--- config.mk ---
export PLATFORM = sky130hd
export DESIGN_NAME = aluout_capture_buffer_flat
export DESIGN_NICKNAME = d
export VERILOG_FILES = /design/src/rtl/aluout_capture_buffer_if.sv /design/src/rtl/aluout_capture_buffer.sv /design/src/flat_wrapper.sv
export SDC_FILE = /design/constraint.sdc
export NUM_CORES = 1
export LEC_CHECK = 0
export ABC_AREA = 1
export CELL_PAD_IN_SITES_DETAIL_PLACEMENT = 0
export CELL_PAD_IN_SITES_GLOBAL_PLACEMENT = 1
export CORE_MARGIN = 5
export CORE_UTILIZATION = 47
export CTS_BUF_LIST = sky130_fd_sc_hd__clkbuf_16
export CTS_CLUSTER_DIAMETER = 80
export DETAILED_ROUTE_END_ITERATION = 6
export PLACE_DENSITY = 0.88
export SLEW_MARGIN = 20
export SYNTH_ARGS = -nofsm -noshare
export SYNTH_HDL_FRONTEND = slang
export SYNTH_SLANG_ARGS = --single-unit
--- constraint.sdc ---
create_clock -name clk -period 3.15 [get_ports clk]
set_input_delay 0.4725 -clock clk [delete_from_list [all_inputs] [get_ports clk]]
set_output_delay 0.4725 -clock clk [all_outputs]
set_load 0.005 [all_outputs]
--- src/rtl/aluout_capture_buffer_if.sv ---
// Bus between the ALU-result capture buffer and its controller/reader.
// Carries the sampled bus, the window controls, the drain handshake and the status flags.
interface aluout_capture_buffer_if #(
   parameter int unsigned WIDTH = 16,
   parameter int unsigned DEPTH = 8
);
   localparam int unsigned CW = $clog2(DEPTH) + 1;

   logic [WIDTH-1:0] aluout;
   logic             arm;
   logic [7:0]       skip;
   logic             rd_ready;
   logic             rd_valid;
   logic [WIDTH-1:0] rd_data;
   logic [CW-1:0]    count;
   logic             busy;
   logic             done;
   logic             overflow;

   modport master (
      output aluout, arm, skip, rd_ready,
      input  rd_valid, rd_data, count, busy, done, overflow
   );

   modport slave (
      input  aluout, arm, skip, rd_ready,
      output rd_valid, rd_data, count, busy, done, overflow
   );
endinterface

--- src/rtl/aluout_capture_buffer.sv ---
// Captures a window of pipeline aluout samples into a first-word-fall-through FIFO.
// Define ALUOUT_CAP_CHANGE_ONLY_EN to push only samples that differ from the previous cycle.
module aluout_capture_buffer #(
   parameter int unsigned WIDTH   = 16,
   parameter int unsigned DEPTH   = 8,
   parameter int unsigned CAP_LEN = 8
) (
   input logic                    clk,
   input logic                    rst,
   aluout_capture_buffer_if.slave bus
);
   localparam int unsigned AW = $clog2(DEPTH);
   localparam int unsigned CW = AW + 1;

   typedef enum logic [1:0] {S_IDLE, S_SKIP, S_CAPTURE, S_DONE} state_t;

   state_t         state, state_nx;
   logic [7:0]     skip_cnt, skip_cnt_nx;
   logic [7:0]     att_cnt, att_cnt_nx;
   logic           sample_c;
   logic           arm_ok_c;
   logic           want_push_c;
   logic           push_c;
   logic           pop_c;
   logic           full_c;
   logic [CW-1:0]  count_nx;
   logic [AW-1:0]  wr_ptr, rd_ptr;
   logic [WIDTH-1:0] mem [DEPTH];

   // Window controller state register
   always_ff @(posedge clk or posedge rst) begin
      if (rst) begin
         state    <= S_IDLE;
         skip_cnt <= 8'd0;
         att_cnt  <= 8'd0;
      end else begin
         state    <= state_nx;
         skip_cnt <= skip_cnt_nx;
         att_cnt  <= att_cnt_nx;
      end
   end

   // Window next-state: skip countdown, then CAP_LEN sample attempts
   always_comb begin
      state_nx    = state;
      skip_cnt_nx = skip_cnt;
      att_cnt_nx  = att_cnt;
      sample_c    = 1'b0;
      arm_ok_c    = 1'b0;
      case (state)
         S_IDLE, S_DONE: begin
            if (bus.arm) begin
               arm_ok_c    = 1'b1;
               att_cnt_nx  = 8'd0;
               skip_cnt_nx = bus.skip;
               state_nx    = (bus.skip == 8'd0) ? S_CAPTURE : S_SKIP;
            end
         end
         S_SKIP: begin
            skip_cnt_nx = skip_cnt - 8'd1;
            if (skip_cnt == 8'd1) state_nx = S_CAPTURE;
         end
         S_CAPTURE: begin
            sample_c   = 1'b1;
            att_cnt_nx = att_cnt + 8'd1;
            if (att_cnt == 8'(CAP_LEN - 1)) state_nx = S_DONE;
         end
         default: state_nx = S_IDLE;
      endcase
   end

`ifdef ALUOUT_CAP_CHANGE_ONLY_EN
   logic [WIDTH-1:0] prev_aluout;

   always_ff @(posedge clk or posedge rst) begin
      if (rst) prev_aluout <= '0;
      else     prev_aluout <= bus.aluout;
   end

   // First attempt of a window always pushes; later ones only on a change
   assign want_push_c = sample_c && ((att_cnt == 8'd0) || (bus.aluout != prev_aluout));
`else
   assign want_push_c = sample_c;
`endif

   assign pop_c  = bus.rd_valid && bus.rd_ready;
   assign full_c = (bus.count == CW'(DEPTH));
   assign push_c = want_push_c && (!full_c || pop_c);

   always_comb begin
      count_nx = bus.count;
      case ({push_c, pop_c})
         2'b10:   count_nx = bus.count + CW'(1);
         2'b01:   count_nx = bus.count - CW'(1);
         default: count_nx = bus.count;
      endcase
   end

   // Storage array needs no reset; validity is tracked by count
   always_ff @(posedge clk) begin
      if (push_c) mem[wr_ptr] <= bus.aluout;
   end

   // Pointers, occupancy and the registered fall-through head
   always_ff @(posedge clk or posedge rst) begin
      if (rst) begin
         wr_ptr       <= '0;
         rd_ptr       <= '0;
         bus.count    <= '0;
         bus.rd_valid <= 1'b0;
         bus.rd_data  <= '0;
      end else begin
         if (push_c) wr_ptr <= wr_ptr + AW'(1);
         if (pop_c)  rd_ptr <= rd_ptr + AW'(1);
         bus.count    <= count_nx;
         bus.rd_valid <= (count_nx != '0);
         if (push_c && ((bus.count == '0) || (pop_c && bus.count == CW'(1))))
            bus.rd_data <= bus.aluout;
         else if (pop_c && bus.count > CW'(1))
            bus.rd_data <= mem[rd_ptr + AW'(1)];
      end
   end

   // Status flags; overflow is sticky until the next accepted arm
   always_ff @(posedge clk or posedge rst) begin
      if (rst) begin
         bus.busy     <= 1'b0;
         bus.done     <= 1'b0;
         bus.overflow <= 1'b0;
      end else begin
         bus.busy <= (state_nx == S_SKIP) || (state_nx == S_CAPTURE);
         bus.done <= (state_nx == S_DONE);
         if (arm_ok_c)
            bus.overflow <= 1'b0;
         else if (want_push_c && full_c && !pop_c)
            bus.overflow <= 1'b1;
      end
   end
endmodule
--- src/flat_wrapper.sv ---
// flat-port wrapper written by rule: the top's interface ports become plain ports
module aluout_capture_buffer_flat 
#(
   parameter int unsigned WIDTH   = 16,
   parameter int unsigned DEPTH   = 8,
   parameter int unsigned CAP_LEN = 8
)
  (clk, rst, bus_aluout, bus_arm, bus_skip, bus_rd_ready, bus_rd_valid, bus_rd_data, bus_count, bus_busy, bus_done, bus_overflow);
  aluout_capture_buffer_if #(.WIDTH(WIDTH), .DEPTH(DEPTH)) bus_i ();
  input logic clk;
  input logic rst;
  input wire logic [$bits(bus_i.aluout)-1:0] bus_aluout;
  input wire logic [$bits(bus_i.arm)-1:0] bus_arm;
  input wire logic [$bits(bus_i.skip)-1:0] bus_skip;
  input wire logic [$bits(bus_i.rd_ready)-1:0] bus_rd_ready;
  output wire logic [$bits(bus_i.rd_valid)-1:0] bus_rd_valid;
  output wire logic [$bits(bus_i.rd_data)-1:0] bus_rd_data;
  output wire logic [$bits(bus_i.count)-1:0] bus_count;
  output wire logic [$bits(bus_i.busy)-1:0] bus_busy;
  output wire logic [$bits(bus_i.done)-1:0] bus_done;
  output wire logic [$bits(bus_i.overflow)-1:0] bus_overflow;
  assign bus_i.aluout = bus_aluout;
  assign bus_i.arm = bus_arm;
  assign bus_i.skip = bus_skip;
  assign bus_i.rd_ready = bus_rd_ready;
  assign bus_rd_valid = bus_i.rd_valid;
  assign bus_rd_data = bus_i.rd_data;
  assign bus_count = bus_i.count;
  assign bus_busy = bus_i.busy;
  assign bus_done = bus_i.done;
  assign bus_overflow = bus_i.overflow;
  aluout_capture_buffer #(.WIDTH(WIDTH), .DEPTH(DEPTH), .CAP_LEN(CAP_LEN)) u_core (.clk(clk), .rst(rst), .bus(bus_i));
endmodule
======== Yosys cells after proc, flatten, opt, wreduce, memory -nomap -nowiden ========
Memory sizes are Yosys's and may differ from the RTL's.
Cells that the tools add are included.
operators by class
  add/subtract/negate cells ............... 6
  magnitude comparators ................... 1
  equal/unequal tests ..................... 13
  muxes and demuxes ....................... 19
  reductions and logical operators ........ 23
operators with widths
  kind                   number
  $mux W16               2
  $pmux W8 S2            2
  $mux W8                2
  $eq A2 B2 Y1 const B   5
  $add A8 B1 Y8 const B  1
  $eq A8 B1 Y1 const B   1
  $eq A8 B3 Y1 const B   1
  $logic_not A8 Y1       1
  $mux W2                4
  $pmux W4 S2            1
  $reduce_bool A2 Y1     4
  $sub A8 B1 Y8 const B  1
  $logic_and A1 B1 Y1    7
  $mux W1                7
  $add A3 B1 Y3 const B  2
  $eq A2 B1 Y1 const B   3
  $pmux W2 S3            1
  $add A4 B1 Y4 const B  1
  $eq A4 B1 Y1 const B   1
  $eq A4 B4 Y1 const B   1
  $gt A4 B1 Y1 const B   1
  $logic_not A4 Y1       1
  $reduce_and A2 Y1      2
  $reduce_bool A4 Y1     1
  other kinds (6)        9
storage, ports and cells
  flip-flop bits (word level) ............. 48
  RAM bits ................................ 128
  input bits .............................. 28
  output and inout bits ................... 24
  logic and storage cells ................. 74
  memories kept ........................... 1
memory list
  name        depth  width  read ports  clocked after Yosys merged registers in  wr ports  RTL line                     RTL
  u_core.mem  8      16     1           0                                        1         aluout_capture_buffer.sv:28  logic [WIDTH-1:0] mem [DEPTH];

======== Logic depth before layout (Yosys ltp) ========
  depth in word-level cells ............... 7
  depth in mapped cells ................... 13
  mapped depth without buffers ............ 13

======== Worst setup path before layout ========
OpenSTA, ideal clock, no wires.
  path type ............................... reg2reg
  from .................................... reg u_core.bus.count[0]
  to ...................................... mem u_core.mem[1][0] (enable)
  library setup time ...................... 388 ps
  arrival ................................. 2010 ps
  required time ........................... 2762 ps
  setup slack ............................. 752 ps
  stages on the path, launching flop included .. 9
  buffers on the path ..................... 1
  period minus slack after synthesis ...... 2398 ps
  cells stage by stage .................... dfrtp_1 -> inv_1 -> ha_1 -> nand3_2 -> nor2_4 -> nor2_8 -> buf_4 -> nand2_2 -> nor2_1
on the way
  word-level cells in the longest chain between the ends .. 6
ends and longest elaborated chain
  what                           RTL line                        RTL
  start, declared                aluout_capture_buffer_if.sv:27  output rd_valid, rd_data, count, busy, done, overflow
  start signal, assigned         aluout_capture_buffer.sv:115    bus.count <= count_nx;
  $eq A4 B4 Y1                   aluout_capture_buffer.sv:87     assign full_c = (bus.count == CW'(DEPTH));
  $logic_not A1 Y1               aluout_capture_buffer.sv:88     assign push_c = want_push_c && (!full_c || pop_c);
  $logic_or A1 B1 Y1             aluout_capture_buffer.sv:88
  $logic_and A1 B1 Y1            aluout_capture_buffer.sv:88
  $mux W1                        aluout_capture_buffer.sv:101    if (push_c) mem[wr_ptr] <= bus.aluout;
  $mux W1 (not written as such)  aluout_capture_buffer.sv:101
  end, declared                  aluout_capture_buffer.sv:28
Every way passes these cells.

======== Worst setup path in the final report ========
  from .................................... reg u_core.bus.count[0]
  to ...................................... reg u_core.bus.rd_valid
on the way
  word-level cells in the longest chain between the ends .. 7
  elaborated cells on any way between the ends .. 10
  classes of those cells .................. 2 x add/sub; 3 x eq/ne; 1 x mux; 4 x reduce/logical
ends and longest elaborated chain
  what                                                 RTL line                        RTL
  $eq A4 B4 Y1                                         aluout_capture_buffer.sv:87
  $logic_not A1 Y1                                     aluout_capture_buffer.sv:88
  $logic_or A1 B1 Y1                                   aluout_capture_buffer.sv:88
  $logic_and A1 B1 Y1                                  aluout_capture_buffer.sv:88
  $eq A2 B1 Y1 / $eq A2 B2 Y1 (equally long branches)  aluout_capture_buffer.sv:92     case ({push_c, pop_c})
  $pmux W4 S2 (*)                                      aluout_capture_buffer.sv:92
  named net u_core.count_nx[2]                         aluout_capture_buffer.sv:26     logic [CW-1:0] count_nx;
  $reduce_bool A4 Y1 (*)                               aluout_capture_buffer.sv:116    bus.rd_valid <= (count_nx != '0);
  end signal, assigned                                 aluout_capture_buffer.sv:116
  end, declared                                        aluout_capture_buffer_if.sv:27
The timed path passes the listed nets; every way through them passes the cells marked *.
A chain may end at the register's enable or synchronous reset.

==> reports/metrics.cfg <==
[timing]
tightest_slew_ns=0.693
hold_viol=0
setup_viol=0
fin_crit_sh=0.791
finalSetupTns_ns=0
max-slew-margin-rel=0.538
fmax_mhz=402
finalMaxSlewViolations=0
rsz0062_at_grt=no
post-route-min-period_ns=2.49
skew_ns=0.00843

[placed_design]
gp_congestion=0.788
port_buffers=51
dp_hpwl_mm=11.0
placed_cells=1046

[run]
drv_cap=0

[global_routing]
grt_overflow=0
grt_pass1_vias=5558
grt_usage=0.186
grt_pass1_wl_mm=28.5
grt_max_degree=65
antenna_found_initial=0

[floorplanning]
die-width_um=140
die_h_um=140
initial_core_util=0.478
die-area_um2=19500
io_pins=52
core_area_um2=16500
core.rowCount=47

[cts]
cts_buffers=17
cts_hold_buffers=0
clkSinkCount=176
postCtsSetupBuffers=0
htreeDepth=4
insertion_delay_ns=0.43
tritoncts=built
clkTransAtPathRegs_ns=0.06
cts-resized-gates=0
cts-root-buf=clkbuf_16
clk_path_buf_depth=2

[status]
status=finished, final reports clean

[synthesis]
synth.avg_cell_area_um2=10.1
yosysTopAreaCellShare=0.487
ys_seq_elements=176
syn-instance-count=785
synthDistinctLibCells=34
yosysTopAreaCell=edfxtp_1
synth_area_um2=7900
ys_async_sr_fraction=0.273
synth_area_leaders=edfxtp_1, dfrtp_1, nand2_1, nand3_1, ha_1
synth_edf_count=128
synthFlopType=edfxtp_1
synth_nets=826
ys_seq_area_frac=0.639
yosysWarnings=0

[route]
dr_total_vias=5712
route.detailed.drc=0
dr.pass1.iters=5
dr_wl_met2_mm=8.41
wl_met3_mm=1.07
wl_met1_mm=7.84
dr.max_layer_used=met4
drt_wl_total_mm=17.6
ant_nets=0
drtIter0Drc=317
drt-vias-per-instance=5.30
wl_per_cell_um=16.3

[setup_path]
arrival_ns=2.80
crit_fanout=23
cp.required_ns=3.46
critPathCaptureType=flip-flop
start_kind=flip-flop
path_class=flip-flop to flip-flop

[final_layout]
antenna_cells=0
drive_above_1_share=0.0874
fin_nets=886
final_cells=1078
synthToLayoutAreaGrowth_pct=17.5

[power]
total_power_mw=9.46
cellPowerDensity_nw_per_um2=1020
p_leak_nw=3.84
ir_drop_v=0.000580

[min_path]
hold_class=input port to async pin

==> per-layer routing <==
metal,GRT usage,vias to the layer above
met5,0,-
met2,0.304,168
met1,0.247,2746
met4,0.0530,0
li1,-,2780
met3,0.0525,18
==> metrics by stage <==
stage	util	hold WS (ns)	worst slack (ns)	area, um2
floorplan	-	0.457	0.752	7900
global placement	0.525	0.477	0.453	8680
detailed placement	0.525	0.494	0.414	8680
CTS	0.562	0.401	0.642	9280
global route	0.562	0.440	0.399	9280
finish	0.562	0.406	0.660	9280
==> where the power goes <==
group,switching [mW],internal [mW]
registers,0.253,2.98
clock network,0.841,1.31
logic,2.67,1.41
total,3.77,5.70
==> cells in the mapped netlist (2+ instances only) <==
library cell  count
nor3_1            2
inv_1            39
buf_2            21
nor2_1           34
nand3_1         152
a21oi_1           6
edfxtp_1        128
clkbuf_1          4
ha_1             13
nor2_2            5
inv_4             3
nand2_1         268
xor2_1            2
buf_6             4
nand2_2           4
nand4_1           6
nand3b_1          3
o21ai_1           2
dfrtp_1          48
inv_2             4
o21ai_0          23
nand2_4           2
==> area by class of cell <==
cell class / instances / area, um2
flip-flops and latches: 176 / 5050
fillers: 1410 / 7240
repair buffers: 72 / 681
well taps: 220 / 275
clock buffers: 17 / 425
clock inverters: 15 / 178
multi-input cells: 532 / 2490
inverters: 46 / 180
==> sequential cells by signal (all words and copies together) (netlist names) <==
signal               cells
u_core.bus.done          1
u_core.mem             128
u_core.rd_ptr            3
u_core.bus.busy          1
u_core.bus.rd_valid      1
u_core.att_cnt           8
u_core.bus.count         4
u_core.skip_cnt          8
u_core.bus.rd_data      16
u_core.bus.overflow      1
u_core.state             2
u_core.wr_ptr            3
==> path summary, 6_finish.rpt <==
| check | slack (ns) | from | cells past startpoint | end |
|---|---|---|---|---|
| hold / removal | 0.41 | rst | 2 | u_core.att_cnt[6]$_DFFE_PP0P_ |
| min in group clk | 0.50 | u_core.bus.rd_data[9]$_DFFE_PP0P_ | 2 | u_core.bus.rd_data[9]$_DFFE_PP0P_ |
| setup reg to reg | 0.66 | u_core.bus.count[0]$_DFF_PP0_ | 13 | u_core.bus.rd_valid$_DFF_PP0_ |
| setup / recovery | 0.66 | u_core.bus.count[0]$_DFF_PP0_ | 13 | u_core.bus.rd_valid$_DFF_PP0_ |
| max in group asynchronous | 2.13 | rst | 3 | u_core.att_cnt[2]$_DFFE_PP0P_ |
| hold reg to reg | 0.50 | u_core.bus.rd_data[9]$_DFFE_PP0P_ | 2 | u_core.bus.rd_data[9]$_DFFE_PP0P_ |
==> layout by cell type, fill, tap and decap left out, types with 5 or more instances in the layout <==
| master | count |
|---|---|
| nand3_1 | 152 |
| edfxtp_1 | 128 |
| o21ai_0 | 23 |
| inv_1 | 40 |
| inv_2 | 6 |
| nor2_2 | 5 |
| a21oi_1 | 6 |
| dfrtp_1 | 47 |
| nor2_1 | 34 |
| buf_4 | 20 |
| nand2_1 | 268 |
| ha_1 | 13 |
| clkbuf_16 | 17 |
| nand4_1 | 6 |
| clkdlybuf4s50_1 | 51 |
==> logic make-up (layout without fill, tap and decap cells) <==
logic type               Yosys count  after routing  share of synthesized area
AND/OR/NAND/NOR                  481            481                      0.266
flip-flops                       176            176                      0.639
buffers and inverters             77            150                     0.0452
AO/OA/AOI/OAI                     35             35                     0.0238
adder cells (fa/ha/maj)           13             13                     0.0206
XOR/XNOR                           3              3                    0.00571
==> critical path, stage by stage, from the launching register on <==
cell and delay (ns):
dfrtp_1 0.47, inv_1 0.11, ha_1 0.27, nand3_2 0.12
nor2_4 0.05, nor2_8 0.33, inv_4 0.06, ha_1 0.37
inv_1 0.14, nand2_1 0.06, o21ai_0 0.14, nand2_1 0.10
nor2_1 0.09, nand3_1 0.07
(Power assumes the default switching activity.)
